--- src/rtl/store_buffer_if.sv ---
// Store buffer port bundle: LSU-side store/commit/load-check signals and the drain bus.
interface store_buffer_if #(
  parameter int PADDR_W = 56,
  parameter int DATA_W  = 64
);
  logic               flush_i;
  logic               store_valid_i;
  logic               store_ready_o;
  logic [PADDR_W-1:0] store_paddr_i;
  logic [1:0]         store_size_i;
  logic [DATA_W-1:0]  store_data_i;
  logic               commit_i;
  logic               commit_ready_o;
  logic [PADDR_W-1:0] load_addr_i;
  logic               load_wait_o;
  logic               d_store_req_o;
  logic [PADDR_W-1:0] d_store_addr_o;
  logic [DATA_W-1:0]  d_store_data_o;
  logic [7:0]         d_store_be_o;
  logic               d_store_ack_i;
  logic               d_store_err_i;
  logic               store_err_o;
  logic [PADDR_W-1:0] store_err_addr_o;
  logic               empty_o;

  modport slave (
    input  flush_i, store_valid_i, store_paddr_i, store_size_i, store_data_i,
           commit_i, load_addr_i, d_store_ack_i, d_store_err_i,
    output store_ready_o, commit_ready_o, load_wait_o, d_store_req_o,
           d_store_addr_o, d_store_data_o, d_store_be_o, store_err_o,
           store_err_addr_o, empty_o
  );

  modport master (
    output flush_i, store_valid_i, store_paddr_i, store_size_i, store_data_i,
           commit_i, load_addr_i, d_store_ack_i, d_store_err_i,
    input  store_ready_o, commit_ready_o, load_wait_o, d_store_req_o,
           d_store_addr_o, d_store_data_o, d_store_be_o, store_err_o,
           store_err_addr_o, empty_o
  );
endinterface

--- src/rtl/store_buffer.sv ---
// Store buffer: speculative stores are committed in order, drained in order, and
// checked against the pending load address so loads never pass an older store.
module store_buffer #(
  parameter int DEPTH   = 8,
  parameter int PADDR_W = 56,
  parameter int DATA_W  = 64
) (
  input logic           clk_i,
  input logic           rst_ni,
  store_buffer_if.slave sb
);
  localparam int PTR_W = $clog2(DEPTH);
  localparam int CNT_W = PTR_W + 1;

  logic [PADDR_W-1:0] addr_mem [DEPTH];
  logic [1:0]         size_mem [DEPTH];
  logic [DATA_W-1:0]  data_mem [DEPTH];

  logic [PTR_W-1:0] head;
  logic [PTR_W-1:0] cmt;
  logic [PTR_W-1:0] tail;
  logic [CNT_W-1:0] com_cnt;
  logic [CNT_W-1:0] spec_cnt;
  logic [CNT_W-1:0] used;

  logic accept;
  logic do_commit;
  logic do_drain;

  logic [PADDR_W-1:0] head_addr;
  logic [2:0]         head_off;
  logic [7:0]         base_mask;
  logic               load_hit;
  logic [PTR_W-1:0]   rel;
  logic               unused_load_bits;

  assign used = com_cnt + spec_cnt;

  assign sb.store_ready_o  = (used < CNT_W'(DEPTH)) & ~sb.flush_i;
  assign sb.commit_ready_o = (spec_cnt != '0);
  assign sb.empty_o        = (com_cnt == '0) & (spec_cnt == '0);

  // Flush squashes a same-cycle commit; a drain ack is always honoured.
  assign accept    = sb.store_valid_i & sb.store_ready_o;
  assign do_commit = sb.commit_i & (spec_cnt != '0) & ~sb.flush_i;
  assign do_drain  = sb.d_store_ack_i & (com_cnt != '0);

  always_ff @(posedge clk_i or negedge rst_ni) begin
    if (!rst_ni) begin
      head     <= '0;
      cmt      <= '0;
      tail     <= '0;
      com_cnt  <= '0;
      spec_cnt <= '0;
    end else begin
      if (do_drain) begin
        head <= head + PTR_W'(1);
      end
      com_cnt <= com_cnt + CNT_W'(do_commit) - CNT_W'(do_drain);
      if (sb.flush_i) begin
        tail     <= cmt;
        spec_cnt <= '0;
      end else begin
        if (accept) begin
          tail <= tail + PTR_W'(1);
        end
        if (do_commit) begin
          cmt <= cmt + PTR_W'(1);
        end
        spec_cnt <= spec_cnt + CNT_W'(accept) - CNT_W'(do_commit);
      end
    end
  end

  always_ff @(posedge clk_i) begin
    if (accept) begin
      addr_mem[tail] <= sb.store_paddr_i;
      size_mem[tail] <= sb.store_size_i;
      data_mem[tail] <= sb.store_data_i;
    end
  end

  always_comb begin
    head_addr = addr_mem[head];
    head_off  = head_addr[2:0];
    base_mask = 8'h00;
    case (size_mem[head])
      2'd0:    base_mask = 8'h01;
      2'd1:    base_mask = 8'h03;
      2'd2:    base_mask = 8'h0F;
      default: base_mask = 8'hFF;
    endcase
  end

  // Drain outputs are zeroed while nothing is committed so stale slots never show.
  assign sb.d_store_req_o  = (com_cnt != '0);
  assign sb.d_store_addr_o = sb.d_store_req_o ? {head_addr[PADDR_W-1:3], 3'b000} : '0;
  assign sb.d_store_be_o   = sb.d_store_req_o ? (base_mask << head_off) : '0;
  assign sb.d_store_data_o = sb.d_store_req_o ? (data_mem[head] << {head_off, 3'b000}) : '0;

  always_ff @(posedge clk_i or negedge rst_ni) begin
    if (!rst_ni) begin
      sb.store_err_o      <= 1'b0;
      sb.store_err_addr_o <= '0;
    end else begin
      sb.store_err_o <= do_drain & sb.d_store_err_i;
      if (do_drain & sb.d_store_err_i) begin
        sb.store_err_addr_o <= head_addr;
      end
    end
  end

  // A slot is live when its distance from head is below the total occupancy.
  always_comb begin
    load_hit = 1'b0;
    rel      = '0;
    for (int i = 0; i < DEPTH; i++) begin
      rel = PTR_W'(i) - head;
      if ((CNT_W'(rel) < used) &&
          (addr_mem[i][PADDR_W-1:3] == sb.load_addr_i[PADDR_W-1:3])) begin
        load_hit = 1'b1;
      end
    end
  end

  assign sb.load_wait_o = load_hit;

  assign unused_load_bits = ^sb.load_addr_i[2:0];
endmodule
--- src/flat_wrapper.sv ---
// flat-port wrapper written by rule: the top's interface ports become plain ports
module store_buffer_flat 
#(
  parameter int DEPTH   = 8,
  parameter int PADDR_W = 56,
  parameter int DATA_W  = 64
)
  (clk_i, rst_ni, sb_flush_i, sb_store_valid_i, sb_store_paddr_i, sb_store_size_i, sb_store_data_i, sb_commit_i, sb_load_addr_i, sb_d_store_ack_i, sb_d_store_err_i, sb_store_ready_o, sb_commit_ready_o, sb_load_wait_o, sb_d_store_req_o, sb_d_store_addr_o, sb_d_store_data_o, sb_d_store_be_o, sb_store_err_o, sb_store_err_addr_o, sb_empty_o);
  store_buffer_if #(.PADDR_W(PADDR_W), .DATA_W(DATA_W)) sb_i ();
  input logic clk_i;
  input logic rst_ni;
  input wire logic [$bits(sb_i.flush_i)-1:0] sb_flush_i;
  input wire logic [$bits(sb_i.store_valid_i)-1:0] sb_store_valid_i;
  input wire logic [$bits(sb_i.store_paddr_i)-1:0] sb_store_paddr_i;
  input wire logic [$bits(sb_i.store_size_i)-1:0] sb_store_size_i;
  input wire logic [$bits(sb_i.store_data_i)-1:0] sb_store_data_i;
  input wire logic [$bits(sb_i.commit_i)-1:0] sb_commit_i;
  input wire logic [$bits(sb_i.load_addr_i)-1:0] sb_load_addr_i;
  input wire logic [$bits(sb_i.d_store_ack_i)-1:0] sb_d_store_ack_i;
  input wire logic [$bits(sb_i.d_store_err_i)-1:0] sb_d_store_err_i;
  output wire logic [$bits(sb_i.store_ready_o)-1:0] sb_store_ready_o;
  output wire logic [$bits(sb_i.commit_ready_o)-1:0] sb_commit_ready_o;
  output wire logic [$bits(sb_i.load_wait_o)-1:0] sb_load_wait_o;
  output wire logic [$bits(sb_i.d_store_req_o)-1:0] sb_d_store_req_o;
  output wire logic [$bits(sb_i.d_store_addr_o)-1:0] sb_d_store_addr_o;
  output wire logic [$bits(sb_i.d_store_data_o)-1:0] sb_d_store_data_o;
  output wire logic [$bits(sb_i.d_store_be_o)-1:0] sb_d_store_be_o;
  output wire logic [$bits(sb_i.store_err_o)-1:0] sb_store_err_o;
  output wire logic [$bits(sb_i.store_err_addr_o)-1:0] sb_store_err_addr_o;
  output wire logic [$bits(sb_i.empty_o)-1:0] sb_empty_o;
  assign sb_i.flush_i = sb_flush_i;
  assign sb_i.store_valid_i = sb_store_valid_i;
  assign sb_i.store_paddr_i = sb_store_paddr_i;
  assign sb_i.store_size_i = sb_store_size_i;
  assign sb_i.store_data_i = sb_store_data_i;
  assign sb_i.commit_i = sb_commit_i;
  assign sb_i.load_addr_i = sb_load_addr_i;
  assign sb_i.d_store_ack_i = sb_d_store_ack_i;
  assign sb_i.d_store_err_i = sb_d_store_err_i;
  assign sb_store_ready_o = sb_i.store_ready_o;
  assign sb_commit_ready_o = sb_i.commit_ready_o;
  assign sb_load_wait_o = sb_i.load_wait_o;
  assign sb_d_store_req_o = sb_i.d_store_req_o;
  assign sb_d_store_addr_o = sb_i.d_store_addr_o;
  assign sb_d_store_data_o = sb_i.d_store_data_o;
  assign sb_d_store_be_o = sb_i.d_store_be_o;
  assign sb_store_err_o = sb_i.store_err_o;
  assign sb_store_err_addr_o = sb_i.store_err_addr_o;
  assign sb_empty_o = sb_i.empty_o;
  store_buffer #(.DEPTH(DEPTH), .PADDR_W(PADDR_W), .DATA_W(DATA_W)) u_core (.clk_i(clk_i), .rst_ni(rst_ni), .sb(sb_i));
endmodule
--- config.mk ---
export PLATFORM = sky130hd
export DESIGN_NAME = store_buffer_flat
export DESIGN_NICKNAME = d
export VERILOG_FILES = /design/src/rtl/store_buffer_if.sv /design/src/rtl/store_buffer.sv /design/src/flat_wrapper.sv
export SDC_FILE = /design/constraint.sdc
export NUM_CORES = 1
export LEC_CHECK = 0
export BUFFER_PORTS_ARGS = -buffer_cell sky130_fd_sc_hd__buf_2
export CORE_MARGIN = 2
export CORE_UTILIZATION = 40
export CTS_BUF_LIST = sky130_fd_sc_hd__clkbuf_8
export DETAILED_ROUTE_END_ITERATION = 10
export SKIP_CTS_REPAIR_TIMING = 1
export SYNTH_ARGS = -nofsm -noshare
export SYNTH_HDL_FRONTEND = slang
export SYNTH_SLANG_ARGS = --single-unit
export TNS_END_PERCENT = 30
--- constraint.sdc ---
create_clock -name clk_i -period 14.2 [get_ports clk_i]
set_input_delay 0.71 -clock clk_i [delete_from_list [all_inputs] [get_ports clk_i]]
set_output_delay 0.71 -clock clk_i [all_outputs]
set_load 0.1 [all_outputs]
### After elaboration in Yosys (flattened, before gate mapping)

Memories as Yosys holds them, arrays and structs flattened.
Cells that the tools add are included.

| storage, ports and cells | value |
|---|---|
| memory bits (writable) | 976 |
| input bits | 185 |
| memories kept | 3 |
| latch bits | 0 |
| word-level logic and storage cells | 87 |
| flip-flop bits (word level) | 74 |
| ROM bits | 0 |

| operators by class | value |
|---|---|
| eq/ne operators | 10 |
| multiply operators | 0 |
| mux-type cells | 17 |
| $lt $le $gt $ge | 9 |
| $add $sub $neg | 16 |
| bitwise gates (word level) | 8 |
| div/mod/pow operators | 0 |
| reduce and logical (&&, ||, !) cells | 15 |
| shifts and indexed selects | 2 |

Memories:

| name | depth | width | rd ports | clocked after memory_dff | wr ports | line | source |
|---|---|---|---|---|---|---|---|
| u_core.data_mem | 8 | 64 | 1 | 0 | 1 | store_buffer.sv:17 | `logic [DATA_W-1:0] data_mem [DEPTH];` |
| u_core.addr_mem | 8 | 56 | 9 | 0 | 1 | store_buffer.sv:15 | `logic [PADDR_W-1:0] addr_mem [DEPTH];` |
| u_core.size_mem | 8 | 2 | 1 | 0 | 1 | store_buffer.sv:16 | `logic [1:0] size_mem [DEPTH];` |

Operator list:

| kind | count |
|---|---|
| 53-bit equality test | 8 |
| 64-bit two-way mux | 1 |
| 64-bit by 6-bit << shifter with 64-bit output | 1 |
| 56-bit two-way mux | 1 |
| 3-bit by 4-bit less-than comparator with 1-bit output | 8 |
| 8-bit case mux with 3 select lines | 1 |
| 3-bit subtractor, first input constant | 4 |
| 1-bit two-way mux | 10 |
| 3-bit by 1-bit adder with 3-bit output, second input constant | 3 |
| 4-bit by 1-bit adder with 4-bit output | 2 |
| 1-bit logical AND | 8 |
| 4-bit zero test | 2 |
| 8-bit two-way mux | 1 |
| 4-bit nonzero test | 2 |
| 8-bit by 3-bit << shifter with 8-bit output | 1 |
| 4-bit by 1-bit subtractor with 4-bit output | 2 |
| 1-bit AND | 7 |
| 3-bit two-way mux | 2 |
| 1-bit by 3-bit subtractor with 3-bit output, first input constant | 2 |
| 2-bit by 3-bit subtractor with 3-bit output, first input constant | 2 |
| 4-bit adder | 1 |
| 4-bit less-than comparator, second input constant | 1 |
| 4-bit two-way mux | 1 |
| 2-bit by 1-bit equality test with 1-bit output, second input constant | 1 |
| other kinds (5) | 5 |

### Logic depth before layout (Yosys ltp)

| logic depth | value |
|---|---|
| depth in word-level cells | 11 |
| gate-level depth with buffers | 14 |
| depth with buffers taken out | 12 |

### Worst setup path after synthesis

OpenSTA, ideal clock, no wires.

| timing | value |
|---|---|
| kind | reg-to-reg |
| start point | reg u_core.com_cnt[1] |
| end point | mem u_core.addr_mem[0][0] (enable) |
| arrival time | 14.671 ns |
| period minus slack after synthesis | 15.578 ns |
| library setup time | 0.907 ns |
| required time | 13.293 ns |
| stages on the path, launching flop included | 8 |
| setup slack | -1.378 ns |
| path through | dfrtp_1 ha_1 a21o_1 a21oi_1 xor2_1 nor2_1 nand2_1 nor4_1 |

| between the ends | value |
|---|---|
| longest elaborated chain between the ends | 6 |

Ends and longest elaborated chain:

| element | line | source |
|---|---|---|
| start, declared | store_buffer.sv:22 | `logic [CNT_W-1:0] com_cnt;` |
| start signal, assigned | store_buffer.sv:59 | `com_cnt <= com_cnt + CNT_W'(do_commit) - CNT_W'(do_drain);` |
| 4-bit adder | store_buffer.sv:37 | `assign used = com_cnt + spec_cnt;` |
| 4-bit less-than comparator | store_buffer.sv:39 | `assign sb.store_ready_o = (used < CNT_W'(DEPTH)) & ~sb.flush_i;` |
| 1-bit AND | store_buffer.sv:39 |  |
| via sb_store_ready_o | flat_wrapper.sv:21 | `output wire logic [$bits(sb_i.store_ready_o)-1:0] sb_store_ready_o;` |
| 1-bit AND | store_buffer.sv:44 | `assign accept = sb.store_valid_i & sb.store_ready_o;` |
| 1-bit two-way mux | store_buffer.sv:76 | `if (accept) begin` |
| 1-bit two-way mux (not written as such) | store_buffer.sv:77 | `addr_mem[tail] <= sb.store_paddr_i;` |
| end, declared | store_buffer.sv:15 |  |

The timed path passes the listed nets, and every way through them passes these cells.

### Worst setup path after layout

| timing | value |
|---|---|
| start point | reg u_core.head[0] |
| end point | out sb_d_store_data_o[63] |

| between the ends | value |
|---|---|
| longest elaborated chain between the ends | 3 |

Ends and longest elaborated chain:

| element | line | source |
|---|---|---|
| start, declared | store_buffer.sv:19 | `logic [PTR_W-1:0] head;` |
| start signal, assigned | store_buffer.sv:57 | `head <= head + PTR_W'(1);` |
| memory read 8 x 64 bit / memory read 8 x 56 bit (equally long branches) | n/a |  |
| 64-bit by 6-bit << shifter with 64-bit output * | store_buffer.sv:99 | `assign sb.d_store_data_o = sb.d_store_req_o ? (data_mem[head] << {head_off, 3'b000}) : '0;` |
| 64-bit two-way mux * | store_buffer.sv:99 |  |
| end, declared | flat_wrapper.sv:26 | `output wire logic [$bits(sb_i.d_store_data_o)-1:0] sb_d_store_data_o;` |

Mark *: on every way between the ends. The rest lies on a longest branch, timed or not.

==> results.json <==
{
  "status": "finished clean",
  "vias": 27731,
  "first_global_vias": 27200,
  "io_pins": 375,
  "crit_path_end": "sb_d_store_data_o[63]",
  "tightest_slew_ns": 1.27,
  "max_stage_delay_ns": 0.93,
  "finalCritPeriodShare_pct": 46.4,
  "rsz0062_at_grt": "false",
  "grt_start_max_net_pins": 147,
  "cts.sinks": 1050,
  "fin_nets": 3400,
  "wl_per_cell_um": 30.6,
  "die-height_um": 345,
  "yosysWarningCount": 0,
  "initial_core_util_pct": 40.2,
  "crit_start": "u_core.head[0]",
  "synth_seq_cells": 1050,
  "synth_cell_type_count": 54,
  "drt-total-wl_um": 149000,
  "max_freq_mhz": 152,
  "cts_tree": "yes",
  "globalRouteOverflowTotal": 0,
  "cp.arrival_ns": 5.88,
  "async_flop_share_pct": 7.05,
  "fp.dieW_um": 345,
  "synth_area_sq_um": 46600,
  "setup_tns_ns": 0,
  "ys.flop_type": "edfxtp_1",
  "crit_cells": 10,
  "reg2reg_to": "u_core.data_mem[7][13]",
  "drive_gt1_share_pct": 26.8,
  "rows": 125,
  "fin_crit_ns": 6.59,
  "cts_made_buffers": 177,
  "place_congestion": 1.05,
  "ys_seq_area_share_pct": 66.9,
  "fillers": 10192,
  "synth_most_common_cell": "edfxtp_1",
  "worstPathRequired_ns": 13.49,
  "dr.pass1.iters": 8,
  "crit_chain": "buf_4, buf_4, mux4_2, mux2i_1, nand2_1, o21ai_1, nor2_1, a31oi_1, a211oi_1, buf_2",
  "path_common_cell": "buf_4",
  "reg2reg_slack_ns": 8.72,
  "grt_first_pass_wirelength_um": 207000,
  "yosys-top-cells-count": "976 x edfxtp_1, 264 x xnor2_1, 243 x mux4_2",
  "finalClockSkew_ns": 0.0491,
  "hold_viol": 0,
  "via_per_inst": 5.68,
  "antenna_found_initial": 57,
  "worstSetupStartpointType": "register",
  "drt-initial-drc-count": 3284,
  "io_buffers": 368,
  "insertion_delay_ns": 0.86,
  "crit_path_end_kind": "output pin",
  "clkTransAtPathRegs_ns": 0.06,
  "ys_top_cells_by_area": "edfxtp_1 63%, mux4_2 12%, xnor2_1 5.0%",
  "cts_buffer_depth": 3,
  "yosys.area.top_type": "edfxtp_1",
  "critical-path-top-delay-family": "buffers and inverters",
  "setup_violations": 0,
  "synth_top_area_share_pct": 62.9,
  "htreeDepth": 4,
  "remaining_drc_errors": 0,
  "synth_edf_count": 976,
  "die_area_sq_um": 119000,
  "cts_root_buf": "clkbuf_8",
  "synthCells": 2778,
  "maxCapViolations": 0,
  "slew_headroom_pct": 13.2,
  "crit_fanout": 49,
  "critPathKind": "reg2out",
  "avgSynthCellArea_sq_um": 16.8,
  "dp_hpwl_um": 101000,
  "core_sq_um": 116000,
  "drtAntennaViolNets": 0,
  "hp-class": "in2reg",
  "final_max_slew_viol_count": 0,
  "area_delta_synth_final_pct": 14.5,
  "rr_startpoint": "u_core.com_cnt[1]",
  "critPathBufInv": 3,
  "critPathSlowestCell": "dfrtp_4",
  "track_usage_pct": 24.7,
  "reg2reg_depth": 11
}
-- cell usage in the layout, fill, tap and decap left out, types with 3 or more instances in the layout --
cell / Yosys / final
a21o_1: 4 / 4
mux4_2: 243 / 243
nor2_1: 128 / 125
xnor2_1: 264 / 264
nor3_1: 13 / 9
inv_12: 0 / 4
o21ai_1: 9 / 9
a211oi_1: 26 / 26
mux2i_1: 127 / 126
nand2b_1: 5 / 5
xor2_1: 177 / 177
maj3_1: 3 / 3
clkbuf_8: 0 / 180
a21oi_1: 30 / 30
nor4_1: 57 / 55
buf_4: 24 / 43
and2_1: 10 / 9
dfrtp_1: 74 / 71
bufinv_16: 0 / 6
conb_1: 1 / 3
a31oi_1: 8 / 8
nor2_4: 1 / 4
nand3_1: 21 / 21
o22ai_1: 24 / 24
a22o_1: 8 / 8
nand2_1: 171 / 170
clkinvlp_4: 0 / 4
a2111oi_0: 4 / 4
inv_8: 0 / 4
nand4_1: 73 / 73
a22oi_1: 8 / 8
edfxtp_1: 976 / 976
inv_1: 22 / 88
nor3_2: 0 / 4
diode_2: 0 / 25
clkinv_1: 0 / 36
clkinv_2: 0 / 14
ha_1: 18 / 18
o21ai_0: 72 / 72
buf_2: 28 / 367
-- metal layers --
layer / share of wire [%] / GRT usage, %
met3: 9.2 / 6.27
met4: 4.0 / 9.62
met2: 48 / 39.6
met1: 39 / 32.4
met5: 0.12 / 0
-- final cells by class --
type	instances	area, sq um	share of cell area [%]
diodes	25	62.6	0.117
clock buffers	180	2480	4.65
clock inverters	137	816	1.53
inverters	23	93.8	0.176
multi-input cells	1530	14600	27.3
flip-flops and latches	1050	31200	58.5
well taps	1524	1910	3.58
repair buffers	413	2210	4.15
-- registers in the layout, indices dropped and copies added, names as in the netlist --
| name | flops |
|---|---|
| u_core.data_mem | 512 |
| u_core.addr_mem | 448 |
| u_core.sb.store_err_addr_o | 56 |
| u_core.size_mem | 16 |
| u_core.com_cnt | 4 |
| u_core.spec_cnt | 4 |
| u_core.cmt | 3 |
| u_core.head | 3 |
| u_core.tail | 3 |
| u_core.sb.store_err_o | 1 |
-- kinds of logic after synthesis --
group,Yosys count,share of synthesized area (%)
adder cells (fa/ha/maj),23,0.634
flip-flops,1050,66.9
AO/OA/AOI/OAI,200,2.59
XOR/XNOR,441,8.29
other,1,0.00805
buffers and inverters,200,2.01
AND/OR/NAND/NOR,488,4.88
multiplexers,375,14.7
-- worst reg2reg max path, cell delays in order, from the launching register on --
cell and delay (ns):
dfrtp_1 0.43, ha_1 0.32, a21o_1 0.23, a21oi_1 0.25, xor2_1 0.21, nor2_1 0.22, nand2_1 0.26, inv_1 0.19
nand2_1 0.22, nor2_4 0.85, buf_4 1.02, buf_4 0.87
-- worst min path at each step --
stage                                   startpoint                             end  slack, ns  cells past startpoint
floorplan                                   rst_ni                   u_core.cmt[0]       0.41                      0
global placement    u_core.sb.store_err_addr_o[30]  u_core.sb.store_err_addr_o[30]       0.46                      2
detailed placement  u_core.sb.store_err_addr_o[28]  u_core.sb.store_err_addr_o[28]       0.47                      2
CTS                                         rst_ni  u_core.sb.store_err_addr_o[32]      -0.25                      1
global route                  sb_store_paddr_i[22]          u_core.addr_mem[5][22]       0.08                      1
finish                        sb_store_paddr_i[12]          u_core.addr_mem[5][12]       0.12                      1
-- metrics by stage --
step | std cells | setup WS, ns | hold WS [ns] | util, % | cell area [sq um]
3_5_place_dp | 4539 | 8.43 | 0.465 | 43.1 | 49900
5_1_grt | 4866 | 7.22 | 0.0827 | 46.0 | 53300
6_report | 4882 | 7.61 | 0.116 | 46.0 | 53300
2_1_floorplan | 2780 | 1.84 | 0.414 | - | 46600
4_1_cts | 4856 | 7.49 | -0.249 | 45.9 | 53200
3_3_place_gp | 4539 | 8.43 | 0.457 | 43.1 | 49900
Power is not shown: default switching activity piles up to over one toggle a cycle in this logic, so the estimate is an artifact.
